<file path="src/rtl/rv_fetch_unit_pkg.sv">
// Shared constants and state encoding for the RV32I fetch stage.
package rv_fetch_unit_pkg;

    localparam logic [31:0] NOP_INSTR        = 32'h0000_0013;
    localparam logic [31:0] RESET_PC_DEFAULT = 32'h0000_0000;

    typedef enum logic [1:0] {
        FETCH = 2'd0,
        WAIT  = 2'd1,
        DROP  = 2'd2
    } fetch_state_t;

endpackage

</file>
<file path="src/rtl/rv_fetch_unit_if.sv">
// Single-outstanding instruction-memory request/response bundle.
interface rv_fetch_unit_if;

    logic        imem_req;
    logic [31:0] imem_addr;
    logic        imem_gnt;
    logic        imem_rvalid;
    logic [31:0] imem_rdata;

    modport master (
        output imem_req,
        output imem_addr,
        input  imem_gnt,
        input  imem_rvalid,
        input  imem_rdata
    );

    modport slave (
        input  imem_req,
        input  imem_addr,
        output imem_gnt,
        output imem_rvalid,
        output imem_rdata
    );

endinterface

</file>
<file path="src/rtl/rv_fetch_unit_if_id_reg.sv">
// IF/ID pipeline register: flush beats stall, stall beats load, otherwise a bubble.
module rv_if_id_reg
    import rv_fetch_unit_pkg::*;
(
    input  logic        clk,
    input  logic        rst,
    input  logic        i_flush,
    input  logic        i_stall,
    input  logic        i_load,
    input  logic [31:0] i_pc,
    input  logic [31:0] i_instr,
    output logic [31:0] o_pcD,
    output logic [31:0] o_pc_plus4D,
    output logic [31:0] o_instrD,
    output logic        o_validD
);

    always_ff @(posedge clk or posedge rst) begin
        if (rst) begin
            o_validD    <= 1'b0;
            o_instrD    <= NOP_INSTR;
            o_pcD       <= 32'h0000_0000;
            o_pc_plus4D <= 32'h0000_0004;
        end else if (i_flush) begin
            o_validD <= 1'b0;
            o_instrD <= NOP_INSTR;
        end else if (i_stall) begin
            o_validD <= o_validD;
        end else if (i_load) begin
            o_validD    <= 1'b1;
            o_instrD    <= i_instr;
            o_pcD       <= i_pc;
            o_pc_plus4D <= i_pc + 32'd4;
        end else begin
            o_validD <= 1'b0;
            o_instrD <= NOP_INSTR;
        end
    end

endmodule

</file>
<file path="src/rtl/rv_fetch_unit.sv">
// Fetch stage: PC, imem request FSM, one-entry hold buffer, IF/ID register.
// Optional perf counters enabled by defining RV_FETCH_PERF_EN.
module rv_fetch_unit
    import rv_fetch_unit_pkg::*;
#(
    parameter int              XLEN     = 32,
    parameter logic [XLEN-1:0] RESET_PC = RESET_PC_DEFAULT
) (
    input  logic             clk,
    input  logic             rst,
    input  logic             stallF,
    input  logic             stallD,
    input  logic             flushD,
    input  logic             br_taken,
    input  logic [XLEN-1:0]  br_targetE,
    rv_fetch_unit_if.master  imem,
    output logic [XLEN-1:0]  pcD,
    output logic [XLEN-1:0]  pc_plus4D,
    output logic [XLEN-1:0]  instrD,
    output logic             validD
`ifdef RV_FETCH_PERF_EN
    ,
    output logic [31:0]      perf_fetched,
    output logic [31:0]      perf_dropped
`endif
);

    fetch_state_t    r_state;
    fetch_state_t    w_state_nxt;
    logic [XLEN-1:0] r_pcF;
    logic [XLEN-1:0] r_pend_pc;
    logic [XLEN-1:0] r_hold_pc;
    logic [XLEN-1:0] r_hold_instr;
    logic            r_hold_valid;

    logic            w_req;
    logic            w_fire;
    logic            w_rsp;
    logic            w_to_hold;
    logic            w_hold_load;
    logic            w_dec_load;
    logic [XLEN-1:0] w_dec_pc;
    logic [XLEN-1:0] w_dec_instr;

    always_ff @(posedge clk or posedge rst) begin
        if (rst) r_state <= FETCH;
        else     r_state <= w_state_nxt;
    end

    // A response landing in the redirect cycle is simply dropped, so WAIT
    // only parks in DROP when nothing has come back yet.
    always_comb begin
        w_state_nxt = r_state;
        case (r_state)
            FETCH:   if (w_fire) w_state_nxt = WAIT;
            WAIT: begin
                if (imem.imem_rvalid)  w_state_nxt = FETCH;
                else if (br_taken)     w_state_nxt = DROP;
            end
            DROP:    if (imem.imem_rvalid) w_state_nxt = FETCH;
            default: w_state_nxt = FETCH;
        endcase
    end

    always_comb begin
        w_req = (r_state == FETCH) && !stallF && !r_hold_valid && !br_taken;
        imem.imem_req  = w_req && !rst;
        imem.imem_addr = r_pcF;
    end

    assign w_fire      = w_req && imem.imem_gnt;
    assign w_rsp       = (r_state == WAIT) && imem.imem_rvalid && !br_taken;
    assign w_to_hold   = w_rsp && stallD;
    assign w_hold_load = r_hold_valid && !stallD && !flushD && !br_taken;
    assign w_dec_load  = r_hold_valid || w_rsp;
    assign w_dec_pc    = r_hold_valid ? r_hold_pc    : r_pend_pc;
    assign w_dec_instr = r_hold_valid ? r_hold_instr : imem.imem_rdata;

    always_ff @(posedge clk or posedge rst) begin
        if (rst) begin
            r_pcF        <= RESET_PC;
            r_hold_valid <= 1'b0;
        end else begin
            if (br_taken)    r_pcF <= br_targetE;
            else if (w_fire) r_pcF <= r_pcF + 32'd4;

            if (br_taken)         r_hold_valid <= 1'b0;
            else if (w_to_hold)   r_hold_valid <= 1'b1;
            else if (w_hold_load) r_hold_valid <= 1'b0;
        end
    end

    always_ff @(posedge clk) begin
        if (w_fire) r_pend_pc <= r_pcF;
        if (w_to_hold) begin
            r_hold_pc    <= r_pend_pc;
            r_hold_instr <= imem.imem_rdata;
        end
    end

    rv_if_id_reg u_if_id (
        .clk         (clk),
        .rst         (rst),
        .i_flush     (br_taken || flushD),
        .i_stall     (stallD),
        .i_load      (w_dec_load),
        .i_pc        (w_dec_pc),
        .i_instr     (w_dec_instr),
        .o_pcD       (pcD),
        .o_pc_plus4D (pc_plus4D),
        .o_instrD    (instrD),
        .o_validD    (validD)
    );

`ifdef RV_FETCH_PERF_EN
    logic w_perf_acc;
    logic w_perf_drop;

    function automatic logic [31:0] sat_inc(input logic [31:0] v);
        return (v == 32'hFFFF_FFFF) ? v : v + 32'd1;
    endfunction

    // Accepted means it reached IF/ID or the hold buffer; a lone flushD loses it.
    assign w_perf_acc  = w_rsp && (stallD || !flushD);
    assign w_perf_drop = imem.imem_rvalid &&
                         ((r_state == DROP) || ((r_state == WAIT) && br_taken));

    always_ff @(posedge clk or posedge rst) begin
        if (rst) begin
            perf_fetched <= 32'd0;
            perf_dropped <= 32'd0;
        end else begin
            if (w_perf_acc)  perf_fetched <= sat_inc(perf_fetched);
            if (w_perf_drop) perf_dropped <= sat_inc(perf_dropped);
        end
    end
`endif

endmodule

</file>
<file path="src/flat_wrapper.sv">
// flat-port wrapper written by rule: the top's interface ports become plain ports
module rv_fetch_unit_flat import rv_fetch_unit_pkg::*;
#(
    parameter int              XLEN     = 32,
    parameter logic [XLEN-1:0] RESET_PC = RESET_PC_DEFAULT
)
  (clk, rst, stallF, stallD, flushD, br_taken, br_targetE, pcD, pc_plus4D, instrD, validD, imem_imem_req, imem_imem_addr, imem_imem_gnt, imem_imem_rvalid, imem_imem_rdata);
  rv_fetch_unit_if imem_i ();
  input  logic clk;
  input  logic rst;
  input  logic stallF;
  input  logic stallD;
  input  logic flushD;
  input  logic br_taken;
  input  logic [XLEN-1:0] br_targetE;
  output logic [XLEN-1:0] pcD;
  output logic [XLEN-1:0] pc_plus4D;
  output logic [XLEN-1:0] instrD;
  output logic validD;
  output wire logic [$bits(imem_i.imem_req)-1:0] imem_imem_req;
  output wire logic [$bits(imem_i.imem_addr)-1:0] imem_imem_addr;
  input wire logic [$bits(imem_i.imem_gnt)-1:0] imem_imem_gnt;
  input wire logic [$bits(imem_i.imem_rvalid)-1:0] imem_imem_rvalid;
  input wire logic [$bits(imem_i.imem_rdata)-1:0] imem_imem_rdata;
  assign imem_imem_req = imem_i.imem_req;
  assign imem_imem_addr = imem_i.imem_addr;
  assign imem_i.imem_gnt = imem_imem_gnt;
  assign imem_i.imem_rvalid = imem_imem_rvalid;
  assign imem_i.imem_rdata = imem_imem_rdata;
  rv_fetch_unit #(.XLEN(XLEN), .RESET_PC(RESET_PC)) u_core (.clk(clk), .rst(rst), .stallF(stallF), .stallD(stallD), .flushD(flushD), .br_taken(br_taken), .br_targetE(br_targetE), .imem(imem_i), .pcD(pcD), .pc_plus4D(pc_plus4D), .instrD(instrD), .validD(validD));
endmodule
</file>
<file path="config.mk">
export PLATFORM = sky130hd
export DESIGN_NAME = rv_fetch_unit_flat
export DESIGN_NICKNAME = d
export VERILOG_FILES = /design/src/rtl/rv_fetch_unit_pkg.sv /design/src/rtl/rv_fetch_unit_if.sv /design/src/rtl/rv_fetch_unit_if_id_reg.sv /design/src/rtl/rv_fetch_unit.sv /design/src/flat_wrapper.sv
export SDC_FILE = /design/constraint.sdc
export NUM_CORES = 1
export LEC_CHECK = 0
export ABC_CLOCK_PERIOD_IN_PS = 21200
export CAP_MARGIN = 0
export CORE_MARGIN = 5
export CORE_UTILIZATION = 55
export CTS_CLUSTER_SIZE = 28
export DETAILED_ROUTE_END_ITERATION = 10
export PLACE_DENSITY = 0.88
export SLEW_MARGIN = 10
export SYNTH_ARGS = -nofsm -noshare
export SYNTH_HDL_FRONTEND = slang
export SYNTH_SLANG_ARGS = --single-unit
</file>
<file path="constraint.sdc">
create_clock -name clk -period 21.2 [get_ports clk]
set_input_delay 6.36 -clock clk [delete_from_list [all_inputs] [get_ports clk]]
set_output_delay 6.36 -clock clk [all_outputs]
set_load 0.02 [all_outputs]
</file>
Yosys cells after proc, flatten, opt, wreduce, memory -nomap -nowiden
Index checks and enable logic that the tools add are counted.
{"block": "word_totals", "ff_bits": 228, "out_inout_bits": 130, "word_cells": 62}
{"block": "op_classes", "addsub": 2, "eq_ne": 6, "n_mux": 18, "bitwise_logic": 2, "n_reduce_logical": 24}
{"cell": "2-to-1 mux 32 bit", "count": 7}
{"cell": "adder 32 x 3 -> 32 bit (second input constant)", "count": 2}
{"cell": "logical AND 1 bit", "count": 11}
{"cell": "2-to-1 mux 2 bit", "count": 4}
{"cell": "zero test 1 bit", "count": 6}
{"cell": "2-to-1 mux 1 bit", "count": 6}
{"cell": "case mux 2 bit (3 select lines)", "count": 1}
{"cell": "AND reduction 3 bit", "count": 2}
{"cell": "inequality test 2 x 1 -> 1 bit (second input constant)", "count": 2}
{"cell": "inequality test 3 bit (second input constant)", "count": 1}
{"cell": "nonzero test 3 bit", "count": 1}
{"cell": "equality test 2 x 1 -> 1 bit (second input constant)", "count": 1}
{"cell": "equality test 2 bit (second input constant)", "count": 1}
{"cell": "zero test 2 bit", "count": 1}
{"cell": "logical OR 1 bit", "count": 2}
{"cell": "inequality test 2 bit (second input constant)", "count": 1}
{"cell": "NOT 1 bit", "count": 2}
{"cell": "nonzero test 2 bit", "count": 1}

Depth between registers and ports, before layout
Gate-level depths: netlist (run 1).
{"block": "logic_depth", "ltp_word": 7, "depth_mapped": 12, "ltp_nobuf": 7}

Cells and area by module
A second synthesis (run 1) with hierarchy kept.
{"block": "hier_totals", "cells_unflattened": 790, "area_unflattened_um2": 9661.8}
{"mod": "rv_fetch_unit", "instances": 1, "cells_per_inst": 402, "area_each_um2": 5681.7, "seq_area_each_um2": 3758.6}
{"mod": "rv_if_id_reg", "instances": 1, "cells_per_inst": 388, "area_each_um2": 3980.1, "seq_area_each_um2": 2382.3}

Least setup slack after synthesis (run 1)
OpenSTA, ideal clock, no wires.
{"block": "synth_timing", "path_kind": "input port to output port", "start": "input rst", "end": "output imem_imem_req", "t_arrival_ns": 9.647, "required_time_ns": 14.840, "slack_ns": 5.193, "stages": 2, "path_buffers": 0, "path_cell_list": "inv_1 -> and3_1"}
{"block": "synth_between", "elab_chain_len": 2}
{"item": "from (decl)", "line": "flat_wrapper.sv:10", "rtl": "input logic rst;"}
{"item": "zero test 1 bit", "line": "rv_fetch_unit.sv:67", "rtl": "imem.imem_req = w_req && !rst;"}
{"item": "logical AND 1 bit", "line": "rv_fetch_unit.sv:67"}
{"item": "to (decl)", "line": "flat_wrapper.sv:20", "rtl": "output wire logic [$bits(imem_i.imem_req)-1:0] imem_imem_req;"}
No other way between the ends.

Final worst setup path (run 1)
Same ends and word-level chain as after synthesis.

==> results.ini, run 1 <==
[outcome]
status = complete, no violations

[sta]
slew_headroom = 0.233
finalSetupViolations = 0
period_needed_ns = 14.46
grt_setup_unrepaired = no
tns_ns = 0
post-route-period-util = 0.682
drv_slew = 0
fin_skew_ns = 0.0118
fmax_ghz = 0.0692
tightest_slew_ns = 1.15
finalHoldViolations = 0

[grt]
antenna_found_initial = 0
first_global_vias = 7371
grt_start_max_net_pins = 117
grt_overflow = 0
grt_usage = 0.235
grt_pass1_wl_um = 38900

[placement]
hpwl_um = 16700
gp_congestion = 0.878
dpl.cell_count = 1244
portBuffers = 201

[worst_hold_path]
hold_class = reg2reg

[yosys]
seq_area_frac_synth = 0.625
synthCells = 852
syn-num-nets = 926
synth_warnings = 0
synth_edf_count = 96
yosysUniqueCellTypes = 60
netlist_area_mm2 = 0.00982
synth-seq-cells = 226
ys_async_sr_fraction = 0.575
avgSynthCellArea_um2 = 11.5
ys.flop_type = dfrtp_1

[die]
coreArea_mm2 = 0.0174
initial_core_util = 0.564
fp.dieH_um = 144
fp.dieW_um = 144
dieArea_mm2 = 0.0206
io_pins = 202
fp-row-count = 48

[setup_path]
r2r_setup_slack_ns = 17.78
worstSetupEndpointType = primary output
required_ns = 14.84
reg2reg_depth = 6
critPathKind = in2out
worstPathMaxFanout = 33
crit_end = imem_imem_req
reg2reg_from = u_core.r_hold_valid$_DFFE_PP0P_
arrival_ns = 8.10
rr_endpoint = u_core.u_if_id.o_pc_plus4D[28]$_DFFE_PP0P_
start_kind = primary input
crit_path_start = rst

[cells_and_area]
final_util = 0.737
final_cells = 1285
drive_gt1_frac = 0.0613
diodes = 0
area_delta_synth_final_pct = 30.7
nNetsFinal = 1118

[pwr]
leakage_nw = 4.87
pwr-share-comb = 0.166
p_seq_frac = 0.460
p_int_mw = 0.848
clkPwrFrac = 0.374
power_mw = 1.14
p_per_area_mw_per_mm2 = 88.7
p_sw_mw = 0.290
vdd_drop_max_mv = 0.0690
swShare = 0.255

[run]
drv_cap = 0

[clocking]
cts_repair_resize_count = 0
clkTransAtPathRegs_ns = 0.05
clock_tree.buffer_depth = 3
cts_tree = yes
htreeDepth = 1
clk_latency_ns = 0.50
cts.sinks = 226
postCtsSetupBuffers = 0
root_buffer = clkbuf_16
cts_buffers = 23
ctsHoldBuffers = 0

[routing]
vias = 7517
drt-total-wl_um = 24500
drt-vias-per-instance = 5.85
dr.pass1.iters = 5
drc = 0
ant_nets = 0
drtIter0Drc = 511
wire_per_inst_um = 19.1

## power groups by stage
stage	logic [mW]	clock network (mW)	registers (mW)
2_1_floorplan	0.0509	0	0.565
3_3_place_gp	0.186	0	0.530
3_5_place_dp	0.190	0	0.531
4_1_cts	0.191	0.433	0.523
5_1_grt	0.203	0.454	0.528
6_report	0.189	0.426	0.523
## layer usage
layer  up-vias  wire (um)  GRT usage
li1       3527          -          -
met1      3631      10800      0.344
met2       326      11300      0.378
met3        33       2190     0.0436
met4         0        329     0.0411
met5         -          0          0
## critical path, cell delays in order
cell             delay [ns]
clkdlybuf4s50_1        0.45
inv_4                  0.36
and3_1                 0.29
clkdlybuf4s50_1        0.62
## cells in the mapped netlist, types with 5 or more instances
cell	number	area, um^2
a21o_1	9	67.6
a21oi_1	13	65.1
a221o_1	8	80.1
a22oi_1	9	67.6
a31oi_1	5	31.3
and3_1	6	37.5
buf_1	5	18.8
buf_2	6	30.0
clkbuf_1	29	109
dfrtp_1	126	3150
edfxtp_1	96	2880
inv_1	6	22.5
mux2_2	5	56.3
mux2i_1	61	611
nand2_1	142	533
nand3_1	39	195
nand3b_1	13	97.6
nand4_1	13	81.3
nor2_1	35	131
nor2b_1	13	81.3
nor3_1	9	45.0
nor4_1	7	43.8
o211ai_1	5	37.5
o21ai_0	96	480
o311ai_0	11	96.3
o31ai_1	7	52.6
or3_1	7	43.8
xnor2_1	11	96.3
xor2_1	6	52.6
## registers in the layout (all words and copies together), names as in the netlist
register                    count
u_core.r_hold_instr            32
u_core.u_if_id.o_pcD           32
u_core.r_pend_pc               32
u_core.u_if_id.o_pc_plus4D     30
u_core.imem.imem_addr          32
u_core.r_hold_valid             1
u_core.r_state                  2
u_core.r_hold_pc               32
u_core.u_if_id.o_instrD        32
u_core.u_if_id.o_validD         1
## logic make-up after synthesis
logic type,count (synthesis),share of synthesized area
AND/OR/NAND/NOR,305,0.148
buffers and inverters,51,0.0219
multiplexers,66,0.0679
flip-flops,226,0.625
XOR/XNOR,17,0.0152
adder cells (fa/ha/maj),2,0.00255
AO/OA/AOI/OAI,185,0.119
## layout by cell type (no fill, tap or decap), types with 4 or more instances in the layout
cell type	netlist	layout
clkdlybuf4s50_1	0	200
nand2_1	142	142
dfrtp_1	126	125
o21ai_0	96	96
edfxtp_1	96	96
mux2i_1	61	61
nand3_1	39	39
nor2_1	35	34
clkbuf_16	0	25
nand4_1	13	13
nor2b_1	13	13
a21oi_1	13	13
nand3b_1	13	13
o311ai_0	11	11
xnor2_1	11	11
buf_4	2	10
nor3_1	9	9
a22oi_1	9	9
a21o_1	9	9
a221o_1	8	8
nor4_1	7	7
or3_1	7	7
o31ai_1	7	7
and3_1	6	6
xor2_1	6	6
a31oi_1	5	5
inv_1	6	5
o211ai_1	5	5
mux2_2	5	5
clkbuf_1	29	5
and4_1	4	4
o21a_1	4	4
clkbuf_8	0	4
dfstp_2	4	4
## per-stage QoR
step                      hold WS, ns  instance area, um^2  worst slack (ns)
final                           0.462                12800              6.74
after global routing            0.477                12800              6.61
after CTS                       0.459                12800              6.71
after detailed placement        0.446                12000              6.72
after global placement          0.438                12000              6.75
after floorplan                 0.426                 9820              5.19
## cell type report
cell class / count / area [um^2]
Sequential cell: 226 / 6140
Fill cell: 1192 / 4590
Multi-Input combinational cell: 575 / 3480
Timing Repair Buffer: 211 / 2080
Clock buffer: 34 / 699
Tap cell: 225 / 282
Clock inverter: 7 / 113
Inverter: 7 / 28.8
## how the worst min path moves through the flow
stage                                     end                      startpoint  cells past startpoint
2_1_floorplan   u_core.r_hold_pc[0]$_DFFE_PP_   u_core.r_pend_pc[0]$_DFFE_PP_                      0
3_3_place_gp    u_core.r_hold_pc[1]$_DFFE_PP_   u_core.r_pend_pc[1]$_DFFE_PP_                      0
3_5_place_dp   u_core.r_hold_pc[31]$_DFFE_PP_  u_core.r_pend_pc[31]$_DFFE_PP_                      0
4_1_cts        u_core.r_hold_pc[29]$_DFFE_PP_  u_core.r_pend_pc[29]$_DFFE_PP_                      0
5_1_grt        u_core.r_hold_pc[30]$_DFFE_PP_  u_core.r_pend_pc[30]$_DFFE_PP_                      0
6_report       u_core.r_hold_pc[31]$_DFFE_PP_  u_core.r_pend_pc[31]$_DFFE_PP_                      0
Power figures use the tool's default switching activity.
==> inputs of run 2 (changes only) <==
Settings changed: ABC_CLOCK_PERIOD_IN_PS 21200 to 13980, CORE_UTILIZATION 55 to 51, PLACE_DENSITY 0.88 to 0.83.
Clock period 21.2 ns to 13.98 ns, I/O delays scaled along.
==> run 2 against run 1 <==
Combinational power up 51%. Cell count up 2.7%. Utilization down 5.8 points. Critical path type unchanged. Highest routed layer unchanged.
==> results.ini, run 2 (same netlist as run 1, synthesis figures left out) <==
[sta]
grt_setup_unrepaired = no
tns_ns = 0
finalHoldViolations = 0
drv_slew = 0
fin_skew_ns = 0.0102
fmax_ghz = 0.0982
period_needed_ns = 10.18
tightest_slew_ns = 1.17
fin_ws_ns = 3.80
finalSetupViolations = 0
post-route-period-util = 0.728
slew_headroom = 0.214

[clocking]
clk_latency_ns = 0.51
clkTransAtPathRegs_ns = 0.06
ctsHoldBuffers = 0
root_buffer = clkbuf_16
clock_tree.buffer_depth = 3
postCtsSetupBuffers = 0
cts_buffers = 23
cts_tree = yes
htreeDepth = 1
cts_repair_resize_count = 0
cts.sinks = 226

[routing]
drt-total-wl_um = 23000
drc = 0
drtIter0Drc = 410
vias = 7317
ant_nets = 0
wire_per_inst_um = 17.4
drt-vias-per-instance = 5.54
dr.pass1.iters = 5

[setup_path]
start_kind = primary input
worstPathCellList = clkdlybuf4s50_1 > inv_6 > and3_1 > clkdlybuf4s50_1
slowest_delay_ns = 0.60
reg2reg_depth = 8
critPathKind = in2out
worstSetupEndpointType = primary output
required_ns = 9.79
path_common_cell = clkdlybuf4s50_1
slowest_stage = clkdlybuf4s50_1
worstPathMaxFanout = 63
arrival_ns = 5.99

[die]
fp.dieH_um = 149
dieArea_mm2 = 0.0221
io_pins = 202
fp-row-count = 50
coreArea_mm2 = 0.0188
fp.dieW_um = 149
initial_core_util = 0.521

[cells_and_area]
nNetsFinal = 1117
final_cell_mix = 200 x clkdlybuf4s50_1, 142 x nand2_1, 125 x dfrtp_1
diodes = 0
area_delta_synth_final_pct = 30.2
final_common_cell = clkdlybuf4s50_1
final_cells = 1320
drive_gt1_frac = 0.0575

[outcome]
status = complete, no violations

[placement]
dp_slack_ns = 3.76
portBuffers = 201
gp_congestion = 0.857
dpl.cell_count = 1278
hpwl_um = 16200

[run]
drv_cap = 0

[grt]
grt_start_max_net_pins = 124
antenna_found_initial = 0
first_global_vias = 7195
grt_pass1_wl_um = 37500
grt_usage = 0.207
grt_overflow = 0

[worst_hold_path]
hold_class = reg2reg
whs_path_depth = 0

[pwr]
leakage_nw = 4.82
vdd_drop_max_mv = 0.0799
p_per_area_mw_per_mm2 = 130

==> run 2: changes by cell type in the layout (fill, tap and decap cells not counted) <==
cell        change
clkinv_2        +1
clkbuf_1        +3
clkinv_1        +1
clkinvlp_4      -1
buf_4           -1
inv_4           -1
bufinv_16       -2
inv_6           +2
clkbuf_16       -2
==> run 2: where the power goes <==
group | internal [mW] | switching, mW | total [mW]
registers | 0.750 | 0.0439 | 0.794
logic | 0.135 | 0.150 | 0.285
clock network | 0.344 | 0.240 | 0.584
total | 1.23 | 0.433 | 1.66
==> run 2: worst max-delay path, delay by kind of cell <==
family	cells	cell delay [ns]
buffers and inverters	3	1.49
AND/OR/NAND/NOR	1	0.25
==> run 2: per-stage QoR <==
step                instance area [um^2]  hold slack, ns   util  total power [mW]
finish                             12800           0.444  0.679              1.66
global route                       12800           0.472  0.679              1.74
CTS                                12800           0.455  0.679              1.68
detailed placement                 12100           0.443  0.640              1.09
global placement                   12100           0.439  0.640              1.09
floorplan                           9820           0.426      -             0.934
==> run 2: final cells by class <==
class                      instances  area, um^2
inverter                           7        31.3
multi-input combinational        575        3480
fill                            1386        6050
timing repair buffer             210        2070
clock buffer                      35         661
tap                              260         325
sequential                       226        6140
clock inverter                     7        62.6
==> run 2: path summary, 6_finish.rpt <==
check | start | to | slack [ns]
worst max-delay path | rst | imem_imem_req | 3.80
min in group asynchronous | rst | u_core.u_if_id.o_instrD[26]$_DFFE_PP0P_ | 4.12
max in group asynchronous | rst | u_core.imem.imem_addr[20]$_DFFE_PP0P_ | 8.57
worst min register to register | u_core.r_pend_pc[1]$_DFFE_PP_ | u_core.r_hold_pc[1]$_DFFE_PP_ | 0.44
worst min-delay path | u_core.r_pend_pc[1]$_DFFE_PP_ | u_core.r_hold_pc[1]$_DFFE_PP_ | 0.44
worst max register to register | u_core.r_hold_valid$_DFFE_PP0P_ | u_core.u_if_id.o_pc_plus4D[30]$_DFFE_PP0P_ | 9.98
==> run 2: per-layer routing <==
metal / vias up / GRT usage / wire (um)
met5: - / 0 / 0
met4: 0 / 0.0467 / 381
met3: 32 / 0.0362 / 1640
met2: 272 / 0.321 / 10200
met1: 3489 / 0.309 / 10800
li1: 3524 / - / -
==> inputs of run 3 (changes only) <==
Settings changed: ABC_CLOCK_PERIOD_IN_PS 13980 to 8310, CORE_UTILIZATION 51 to 47, PLACE_DENSITY 0.83 to 0.8.
Clock period 13.98 ns to 8.31 ns, I/O delays scaled along.
==> run 3 against run 2 <==
Combinational power increased by 70%. Worst setup slack got worse by 2.0 ns. Clock power increased by 97%. Utilization decreased by 4.4 points. Via count increased by 1.4%. Clock skew increased by 0.0011 ns. Hold slack improved by 0.0053 ns. Final area increased by 1.4%. Routed wire length increased by 4.8%. Critical path depth unchanged. Non-clock buffer count increased by 3. Sequential power increased by 68%.
==> results.ini, run 3 (same netlist as run 1, synthesis figures left out) <==
[outcome]
status = complete, no violations

[pwr]
p_per_area_mw_per_mm2 = 229
clkPwrFrac = 0.388
leakage_nw = 4.91
p_seq_frac = 0.449
pwr-share-comb = 0.163
p_sw_mw = 0.749
power_mw = 2.97
swShare = 0.252
vdd_drop_max_mv = 0.165
p_int_mw = 2.22

[setup_path]
reg2reg_depth = 7
worstSetupEndpointType = primary output
worstPathMaxFanout = 24
critPathKind = in2out
start_kind = primary input
required_ns = 5.82
arrival_ns = 4.05

[clocking]
postCtsSetupBuffers = 0
cts_buffers = 24
clock_tree.buffer_depth = 3
cts.sinks = 226
htreeDepth = 1
ctsHoldBuffers = 0
cts_tree = yes
cts_repair_resize_count = 0
clkTransAtPathRegs_ns = 0.05
root_buffer = clkbuf_16
clk_latency_ns = 0.50

[placement]
hpwl_um = 16900
gp_congestion = 0.855
place_area_mm2 = 0.0121
portBuffers = 201

[cells_and_area]
final_common_cell = clkdlybuf4s50_1
nNetsFinal = 1121
final_area_mm2 = 0.0130
multi_input_area_mm2 = 0.00348
fillers = 1626
regArea_mm2 = 0.00614
area_delta_synth_final_pct = 32.0
diodes = 0
final_cell_mix = 200 x clkdlybuf4s50_1, 142 x nand2_1, 125 x dfrtp_1
drive_gt1_frac = 0.0638

[routing]
drc = 0
vias = 7423
dr.pass1.iters = 5
drtIter0Drc = 474
drt-total-wl_um = 24100
ant_nets = 0
drt-vias-per-instance = 5.56
wire_per_inst_um = 18.1

[sta]
tightest_slew_ns = 1.16
fmax_ghz = 0.153
finalHoldViolations = 0
post-route-period-util = 0.787
tns_ns = 0
fin_skew_ns = 0.0112
drv_slew = 0
finalSetupViolations = 0
grt_setup_unrepaired = no
slew_headroom = 0.226
period_needed_ns = 6.54

[run]
drv_cap = 0

[worst_hold_path]
hold_class = reg2reg
whs_path_depth = 0

[grt]
first_global_vias = 7251
grt_overflow = 0
grt_pass1_wl_um = 38700
antenna_found_initial = 0
grt_start_max_net_pins = 79
grt_usage = 0.198

[die]
coreArea_mm2 = 0.0204
fp-row-count = 52
dieArea_mm2 = 0.0239
fp.dieH_um = 155
fp.dieW_um = 155
io_pins = 202
initial_core_util = 0.481

run 3: metal layers:
layer,vias up,share of wire,wire (um),track usage
met5,-,0,0,0
met4,0,0.019,455,0.0534
met3,37,0.076,1820,0.0363
met2,280,0.44,10500,0.302
met1,3571,0.47,11300,0.294
li1,3535,-,-,-
run 3: worst max-delay path, cell delays in order:
cell             delay, ns
clkdlybuf4s50_1       0.47
inv_6                 0.24
and3_1                0.22
clkdlybuf4s50_1       0.61
run 3: layout make-up:
cell class / count / area share
Tap cell: 270 / 0.0261
Multi-Input combinational cell: 575 / 0.269
Timing Repair Buffer: 213 / 0.162
Sequential cell: 226 / 0.474
Clock inverter: 8 / 0.0111
Clock buffer: 36 / 0.0563
Inverter: 7 / 0.00241
run 3: path summary, 6_finish.rpt:
kind	endpoint	startpoint	slack, ns
worst max register to register	u_core.u_if_id.o_pc_plus4D[30]$_DFFE_PP0P_	u_core.r_hold_valid$_DFFE_PP0P_	4.67
max in group asynchronous	u_core.r_hold_valid$_DFFE_PP0P_	rst	4.93
worst min register to register	u_core.r_hold_pc[0]$_DFFE_PP_	u_core.r_pend_pc[0]$_DFFE_PP_	0.45
worst min-delay path	u_core.r_hold_pc[0]$_DFFE_PP_	u_core.r_pend_pc[0]$_DFFE_PP_	0.45
min in group asynchronous	u_core.u_if_id.o_instrD[18]$_DFFE_PP0P_	rst	2.33
worst max-delay path	imem_imem_req	rst	1.77
run 3: power by group through the flow:
stage               Sequential (mW)  Combinational (mW)  Clock, mW
global route                   1.35               0.519       1.22
finish                         1.33               0.484       1.15
CTS                            1.34               0.489       1.18
detailed placement             1.36               0.487          0
global placement               1.35               0.479          0
floorplan                      1.44               0.130          0
run 3: through the flow:
| step | worst slack [ns] | instances | hold slack (ns) | utilization |
|---|---|---|---|---|
| finish | 1.77 | 1335 | 0.449 | 0.635 |
| global route | 1.71 | 1335 | 0.470 | 0.635 |
| floorplan | 0.0368 | 852 | 0.426 | - |
| CTS | 1.75 | 1335 | 0.451 | 0.635 |
| detailed placement | 1.76 | 1291 | 0.442 | 0.592 |
| global placement | 1.76 | 1291 | 0.439 | 0.592 |
